### src/rtl/id_ex_pkg.sv
// id_ex_pkg: control-bundle layout, default widths and counter saturation value for id_ex_stage.
package id_ex_pkg;
  localparam int CTRL_W_DEF      = 12;
  localparam int MEMREAD_BIT_DEF = 3;
  localparam int CB_REGWRITE     = 0;
  localparam int CB_MEMTOREG     = 1;
  localparam int CB_MEMWRITE     = 2;
  localparam int CB_MEMREAD      = MEMREAD_BIT_DEF;
  localparam int CB_ALUSRC       = 4;
  localparam int CB_REGDST       = 5;
  localparam int CB_BRANCH       = 6;
  localparam int CB_ALUOP_LSB    = 7;
  localparam int CB_ALUOP_MSB    = 8;
  localparam logic [31:0] STALL_SAT = 32'hFFFF_FFFF;
endpackage

### src/rtl/id_ex_stage_load_use_detect.sv
// load_use_detect: combinational load-use hazard check; a flushed ID instruction never stalls.
module load_use_detect (
  input  logic       ex_valid,
  input  logic       ex_memread,
  input  logic [4:0] ex_rt,
  input  logic       id_valid,
  input  logic [4:0] id_rs,
  input  logic [4:0] id_rt,
  input  logic       flush,
  output logic       stall
);
  logic hazard;
  assign hazard = ex_valid & ex_memread & id_valid & (ex_rt != 5'd0) &
                  ((ex_rt == id_rs) | (ex_rt == id_rt));
  assign stall = hazard & ~flush;
endmodule

### src/rtl/id_ex_stage.sv
// id_ex_stage: ID/EX pipeline register with load-use stall, flush bubbles and saturating stall counter.
// Define ID_EX_WB_BYPASS_EN to forward same-edge WB writes into the captured operands.
module id_ex_stage
  import id_ex_pkg::*;
#(
  parameter int CTRL_W      = CTRL_W_DEF,
  parameter int MEMREAD_BIT = MEMREAD_BIT_DEF
) (
  input  logic              Clk,
  input  logic              Rst_n,
  input  logic              IdValid,
  input  logic [4:0]        RsIn,
  input  logic [4:0]        RtIn,
  input  logic [4:0]        RdIn,
  input  logic [31:0]       ReadData1In,
  input  logic [31:0]       ReadData2In,
  input  logic [31:0]       ImmIn,
  input  logic [31:0]       PCPlus4In,
  input  logic [CTRL_W-1:0] CtrlIn,
  input  logic              Flush,
  input  logic              WbRegWrite,
  input  logic [4:0]        WbWriteRegister,
  input  logic [31:0]       WbWriteData,
  output logic              ValidOut,
  output logic [4:0]        RsOut,
  output logic [4:0]        RtOut,
  output logic [4:0]        RdOut,
  output logic [31:0]       ReadData1Out,
  output logic [31:0]       ReadData2Out,
  output logic [31:0]       ImmOut,
  output logic [31:0]       PCPlus4Out,
  output logic [CTRL_W-1:0] CtrlOut,
  output logic              Stall,
  output logic [31:0]       StallCount
);
  logic [31:0] rd1_n, rd2_n;
`ifdef ID_EX_WB_BYPASS_EN
  logic wb_hit;
  assign wb_hit = WbRegWrite & (WbWriteRegister != 5'd0);
  assign rd1_n  = (wb_hit && WbWriteRegister == RsIn) ? WbWriteData : ReadData1In;
  assign rd2_n  = (wb_hit && WbWriteRegister == RtIn) ? WbWriteData : ReadData2In;
`else
  logic unused_wb;
  assign unused_wb = ^{WbRegWrite, WbWriteRegister, WbWriteData};
  assign rd1_n     = ReadData1In;
  assign rd2_n     = ReadData2In;
`endif
  load_use_detect u_lud (
    .ex_valid  (ValidOut),
    .ex_memread(CtrlOut[MEMREAD_BIT]),
    .ex_rt     (RtOut),
    .id_valid  (IdValid),
    .id_rs     (RsIn),
    .id_rt     (RtIn),
    .flush     (Flush),
    .stall     (Stall)
  );
  always_ff @(posedge Clk) begin
    if (!Rst_n || Flush || Stall) begin
      ValidOut     <= 1'b0;
      RsOut        <= '0;
      RtOut        <= '0;
      RdOut        <= '0;
      ReadData1Out <= '0;
      ReadData2Out <= '0;
      ImmOut       <= '0;
      PCPlus4Out   <= '0;
      CtrlOut      <= '0;
    end else begin
      ValidOut     <= IdValid;
      RsOut        <= RsIn;
      RtOut        <= RtIn;
      RdOut        <= RdIn;
      ReadData1Out <= rd1_n;
      ReadData2Out <= rd2_n;
      ImmOut       <= ImmIn;
      PCPlus4Out   <= PCPlus4In;
      CtrlOut      <= IdValid ? CtrlIn : '0;
    end
    if (!Rst_n) StallCount <= '0;
    else if (Stall && StallCount != STALL_SAT) StallCount <= StallCount + 32'd1;
  end
endmodule

### config.mk
export PLATFORM = sky130hd
export DESIGN_NAME = id_ex_stage
export DESIGN_NICKNAME = d
export VERILOG_FILES = /design/src/rtl/id_ex_pkg.sv /design/src/rtl/id_ex_stage_load_use_detect.sv /design/src/rtl/id_ex_stage.sv
export SDC_FILE = /design/constraint.sdc
export NUM_CORES = 1
export LEC_CHECK = 0
export ABC_AREA = 1
export BUFFER_PORTS_ARGS = -buffer_cell sky130_fd_sc_hd__buf_2
export CAP_MARGIN = 20
export CORE_AREA = 8 8 143 145
export DETAILED_ROUTE_END_ITERATION = 10
export DIE_AREA = 0 0 151 153
export GPL_TIMING_DRIVEN = 0
export PLACE_DENSITY = 0.7
export SLEW_MARGIN = 20
export SYNTH_ARGS = -nofsm -noshare
export SYNTH_HDL_FRONTEND = slang
export SYNTH_SLANG_ARGS = --single-unit
### constraint.sdc
create_clock -name Clk -period 2.15 [get_ports Clk]
set_clock_uncertainty 0.2 [all_clocks]
set_input_delay 0.43 -clock Clk [delete_from_list [all_inputs] [get_ports Clk]]
set_output_delay 0.43 -clock Clk [all_outputs]
set_load 0.01 [all_outputs]
=== Word level (Yosys, flattened, before mapping) ===
Index checks and enable logic that the tools add are counted.

* Flip-flop bits (word level): 188
* Input bits: 197
* Output and inout port bits: 189
* Logic and storage cells: 28

* Add/subtract/negate cells: 1
* Equal/unequal tests: 3
* Bitwise gates (word level): 8
* Reduce and logical (&&, ||, !) cells: 6

{| class="wikitable"
|+ Operators with widths
! operator !! number
|-
| 32-bit by 1-bit adder with 32-bit output, second input constant || 1
|-
| 32-bit inequality test, second input constant || 1
|-
| 5-bit == test || 2
|-
| 1-bit AND || 5
|-
| 5-bit nonzero test || 1
|-
| 1-bit logical OR || 2
|-
| 1-bit inverter || 2
|-
| 2-bit OR reduction || 1
|-
| 1-bit logical AND || 1
|-
| 1-bit zero test || 1
|-
| 1-bit bitwise OR || 1
|}

=== Logic depth before layout (Yosys ltp) ===
* Depth in word-level cells: 7
* Depth in mapped cells: 11
* Gate-level depth less buffers: 10

=== By module ===
From an unflattened synthesis, not the netlist that was laid out.

* Cells, all modules: 846
* Area total of the unflattened synthesis: 6472.5 µm²

{| class="wikitable"
|+ Modules (own cells, without submodules)
! module !! instances !! cells each !! area each (µm²) !! sequential area each (µm²)
|-
| id_ex_stage || 1 || 799 || 6268.5 || 3763.6
|-
| load_use_detect || 1 || 47 || 203.9 || 0.0
|}

=== Worst setup path before layout ===
OpenSTA, ideal clock, no wires.

* Path kind: reg-to-reg
* From: register StallCount[0]
* To: register StallCount[3]
* Setup time: 128 ps
* Data arrival time: 1657 ps
* Data required time: 1822 ps
* Setup slack: 166 ps
* Stages on the path, launching flop included: 12
* Buffers on the path: 1
* Cell sequence: dfxtp_1 ha_1 nand3_2 nor2_4 nand2_4 nor2_4 nand2_2 nand3_2 buf_4 nand2_1 o21ai_1 nor2_1

* Word-level cells in the longest chain between the ends: 2

{| class="wikitable"
|+ RTL lines
! element !! RTL line !! RTL
|-
| start, declared || id_ex_stage.sv:34 || <nowiki>output logic [31:0] StallCount</nowiki>
|-
| start signal, assigned || id_ex_stage.sv:81 || <nowiki>else if (Stall && StallCount != STALL_SAT) StallCount <= StallCount + 32'd1;</nowiki>
|-
| branches (longest 2 deep; another with 32-bit by 1-bit adder with 32-bit output) || - ||
|}

Parallel ways; which one is timed is not known.
A chain may end at the register's enable or synchronous reset.

=== Final worst setup path ===
* From: register RtOut[0]
* To: output port Stall

* Word-level cells in the longest chain between the ends: 4

{| class="wikitable"
|+ RTL lines
! element !! RTL line !! RTL
|-
| start, declared || id_ex_stage.sv:26 || <nowiki>output logic [4:0] RtOut,</nowiki>
|-
| start signal, assigned || id_ex_stage.sv:72 || <nowiki>RtOut <= RtIn;</nowiki>
|-
| 5-bit == test or 5-bit nonzero test (tied branches) || id_ex_stage_load_use_detect.sv:14, id_ex_stage_load_use_detect.sv:13 ||
|-
| 1-bit bitwise OR or 1-bit AND (tied branches) || id_ex_stage_load_use_detect.sv:14, id_ex_stage_load_use_detect.sv:13 ||
|-
| 1-bit AND * || id_ex_stage_load_use_detect.sv:13 || <nowiki>assign hazard = ex_valid & ex_memread & id_valid & (ex_rt != 5'd0) &</nowiki>
|-
| 1-bit AND * || id_ex_stage_load_use_detect.sv:15 || <nowiki>assign stall = hazard & ~flush;</nowiki>
|-
| end, declared || id_ex_stage.sv:33 || <nowiki>output logic Stall,</nowiki>
|}

Every way passes the cells marked *; elsewhere a longest branch is shown, timed or not.

==> impl_metrics.csv <==
group,metric,value,unit
clock_tree,cts.sinks,188,
die,ios,386,
sta,finalHoldViolCount,0,
yosys,syn_nets,1078,
worst_setup_path,path_class,"flip-flop to output port",
pwr,peakVddDrop,0.513,mV
global_route,grt_use_met1,22.9,%
sta,finalSetupTns,-0.101,ns
worst_setup_path,end_kind,"output port",
global_route,grt_usage,22.4,%
yosys,synth_top_family_by_area,"simple AND/OR/NAND/NOR gates",
detailed_routing,wl,26400,um
yosys,synth_edf_count,0,
placed_design,dp_hpwl,18700,um
sta,rsz0062_at_grt,"true",
detailed_routing,drc,0,
clock_tree,clkTransAtPathRegs,0.07,ns
clock_tree,cts-root-buf,"clkbuf_16",
yosys,synth-xor-area-share,2.21,%
sta,drv_slew,0,
clock_tree,numCtsBuffers,17,
min_path,hp-start,"ReadData1In[5]",
finish,layout_common_cells,"buf_2 (353), nor2_1 (219), inv_1 (183), dfxtp_1 (177), nand2_1 (146)",
sta,setup_slack,-0.101,ns
die,rows,50,
global_route,grt_use_met2,38.0,%
worst_setup_path,crit_path_cell_trace,"nor2_1 > nor2_1 > nor2_2 > nand3_2 > a21oi_4 > buf_6 > buf_6",
global_route,grt_overflow,0,
detailed_routing,vias,7106,
yosys,syn_inst,880,
global_route,antenna_found_initial,7,
run,maxCapViolations,0,
yosys,synth-main-ff-cell,"dfxtp_1",
pwr,power_density,713,nW/um^2
sta,fin_crit_sh,105,%
clock_tree,clk_latency,0.43,ns
finish,drive_above_1_share,31.8,%
yosys,seq_area_frac_synth,55.9,%
run_status,violations,"setup timing",
yosys,synth_top_area_cell,"dfxtp_1",
detailed_routing,viasPerCell,4.39,
yosys,synth_area_leaders,"dfxtp_1 (56%), nor2_1 (12%), inv_1 (10%), nand2_1 (8.1%), nand3_1 (2.5%)",
global_route,grt_max_degree,20,
yosys,syn_area_per_cell,7.65,sq um
die,start_util,36.9,%
die,die-width,151,um
sta,clock.fmax,444,MHz
yosys,synth.distinct_cells,25,
worst_setup_path,crit_arrival,1.62,ns
pwr,p_leak,0.00585,uW
yosys,synth_compound_area_share,2.42,%
clock_tree,htree_levels,4,
finish,stdcell_area,10700,sq um
pwr,power,7600,uW
detailed_routing,wire_per_inst,16.3,um
detailed_routing,ant_nets,0,
run_status,outcome,"finished, violations left",
die,design.die.area,23100,sq um
clock_tree,cts_tree,"built",
yosys,async_flop_share,0,%
placed_design,post_dp_cell_area,8760,sq um
yosys,yosys_warnings,0,
detailed_routing,dr.pass1.iters,6,
global_route,grt_pass1_vias,7421,
global_route,busiest_layer,"met2",
yosys,syn_area,6730,sq um
die,die_y,153,um
sta,fin_crit,2.25,ns
finish,areaGrowthSynthToFinish,58.3,%
sta,holdWs,0.0220,ns
yosys,synth_mux_area_share,0,%
worst_setup_path,path_buf_inv,2,
sta,slew_headroom,61.9,%
placed_design,io_buffers,346,
worst_setup_path,worst_path_largest_cell_delay,0.37,ns
worst_setup_path,start_kind,"flip-flop",
clock_tree,cts_buffer_depth,2,
yosys,synth-simple-area-share,25.8,%
global_route,use_met3,8.74,%
worst_setup_path,crit_family,"simple AND/OR/NAND/NOR gates",
worst_setup_path,path_max_fanout,6,
finish,nets,1565,
sta,worst_pin_slew,0.572,ns
min_path,hp-class,"input port to flip-flop",
placed_design,post-place-ws,-0.157,ns
worst_setup_path,crit_slowest_cell,"dfxtp_4",
worst_setup_path,crit_required,1.52,ns
yosys,synthAdderAreaFrac,0.186,%
worst_setup_path,critPathLaunch,"RtOut[0]",
yosys,ys_ff_latch,188,
finish,final_common_cell,"buf_2",
detailed_routing,drt_iter0_drc,372,
placed_design,gp_congestion,0.933,
yosys,yosysTopAreaCellShare,55.9,%
die,coreArea,18300,sq um
worst_setup_path,timing.rr.start,"RtOut[1]",
sta,setup_viol,1,
global_route,grt_pass1_wl,39800,um
## stage by stage
step	std cells	util, %
after floorplan	880	-
after global placement	1460	47.9
after detailed placement	1460	47.9
after CTS	1611	57.9
after global routing	1620	58.3
final	1620	58.3
## area by class of cell
type | count | area, sq um
fill | 1569 | 7610
sequential | 188 | 3780
timing repair buffer | 468 | 2940
multi-input combinational | 477 | 2110
inverter | 187 | 702
clock buffer | 18 | 429
tap | 234 | 293
buffer | 28 | 219
clock inverter | 14 | 168
antenna | 6 | 15.0
## path summary, 6_finish.rpt
check | end | slack (ns) | cells after the start
min | ReadData1Out[5] | 0.02 | 3
min reg2reg | StallCount[1] | 0.31 | 2
max reg2reg | ImmOut[26] | 0.02 | 10
max | Stall | -0.10 | 7
## sequential cells by signal, summed over array words and instances, names as in the netlist, 5 cells and up
| signal | cells |
|---|---|
| RdOut | 5 |
| RtOut | 5 |
| ImmOut | 32 |
| PCPlus4Out | 32 |
| RsOut | 5 |
| ReadData2Out | 32 |
| StallCount | 32 |
| ReadData1Out | 32 |
| CtrlOut | 12 |
## worst min-delay path, delay by kind of cell
| family | cells | cell delay, ns |
|---|---|---|
| buffers and inverters | 2 | 0.14 |
| and+or+nand+nor | 1 | 0.03 |
## cell usage after synthesis (all sizes together) (2+ instances only)
cell type,count
nand2,149
o21ai,8
a21oi,23
nand3,36
nor3,2
nand3b,7
nand4,8
buf,23
xor2,12
nor2,225
clkbuf,5
inv,186
xnor2,5
dfxtp,188
## power by group
part           internal [uW]  switching [uW]
clock                   1680            1540
sequential              3590            34.4
combinational            392             365
total                   5660            1940
## timing repair
| action | 4_1_cts | 5_1_grt |
|---|---|---|
| resized for setup | 14 | 20 |
| hold endpoints to repair | 115 | 0 |
| hold buffers | 115 | 0 |
| buffers inserted | 4 | 3 |
| setup endpoints to repair | 56 | 115 |
| pin swaps | 6 | 6 |
## cells by family after synthesis
logic type / Yosys count
flip-flops: 188
AND/OR/NAND/NOR: 427
buffers and inverters: 215
adder cells (fa/ha/maj): 1
XOR/XNOR: 17
AO/OA/AOI/OAI: 32
## metal layers
layer | up-vias | wire length (um) | part of all wire, %
met5 | - | 10 | 0.038
met4 | 2 | 1120 | 4.2
met3 | 78 | 2830 | 11
met2 | 319 | 12900 | 49
met1 | 3178 | 9520 | 36
li1 | 3529 | - | -
Note: power is estimated with default switching activity, not from simulation.
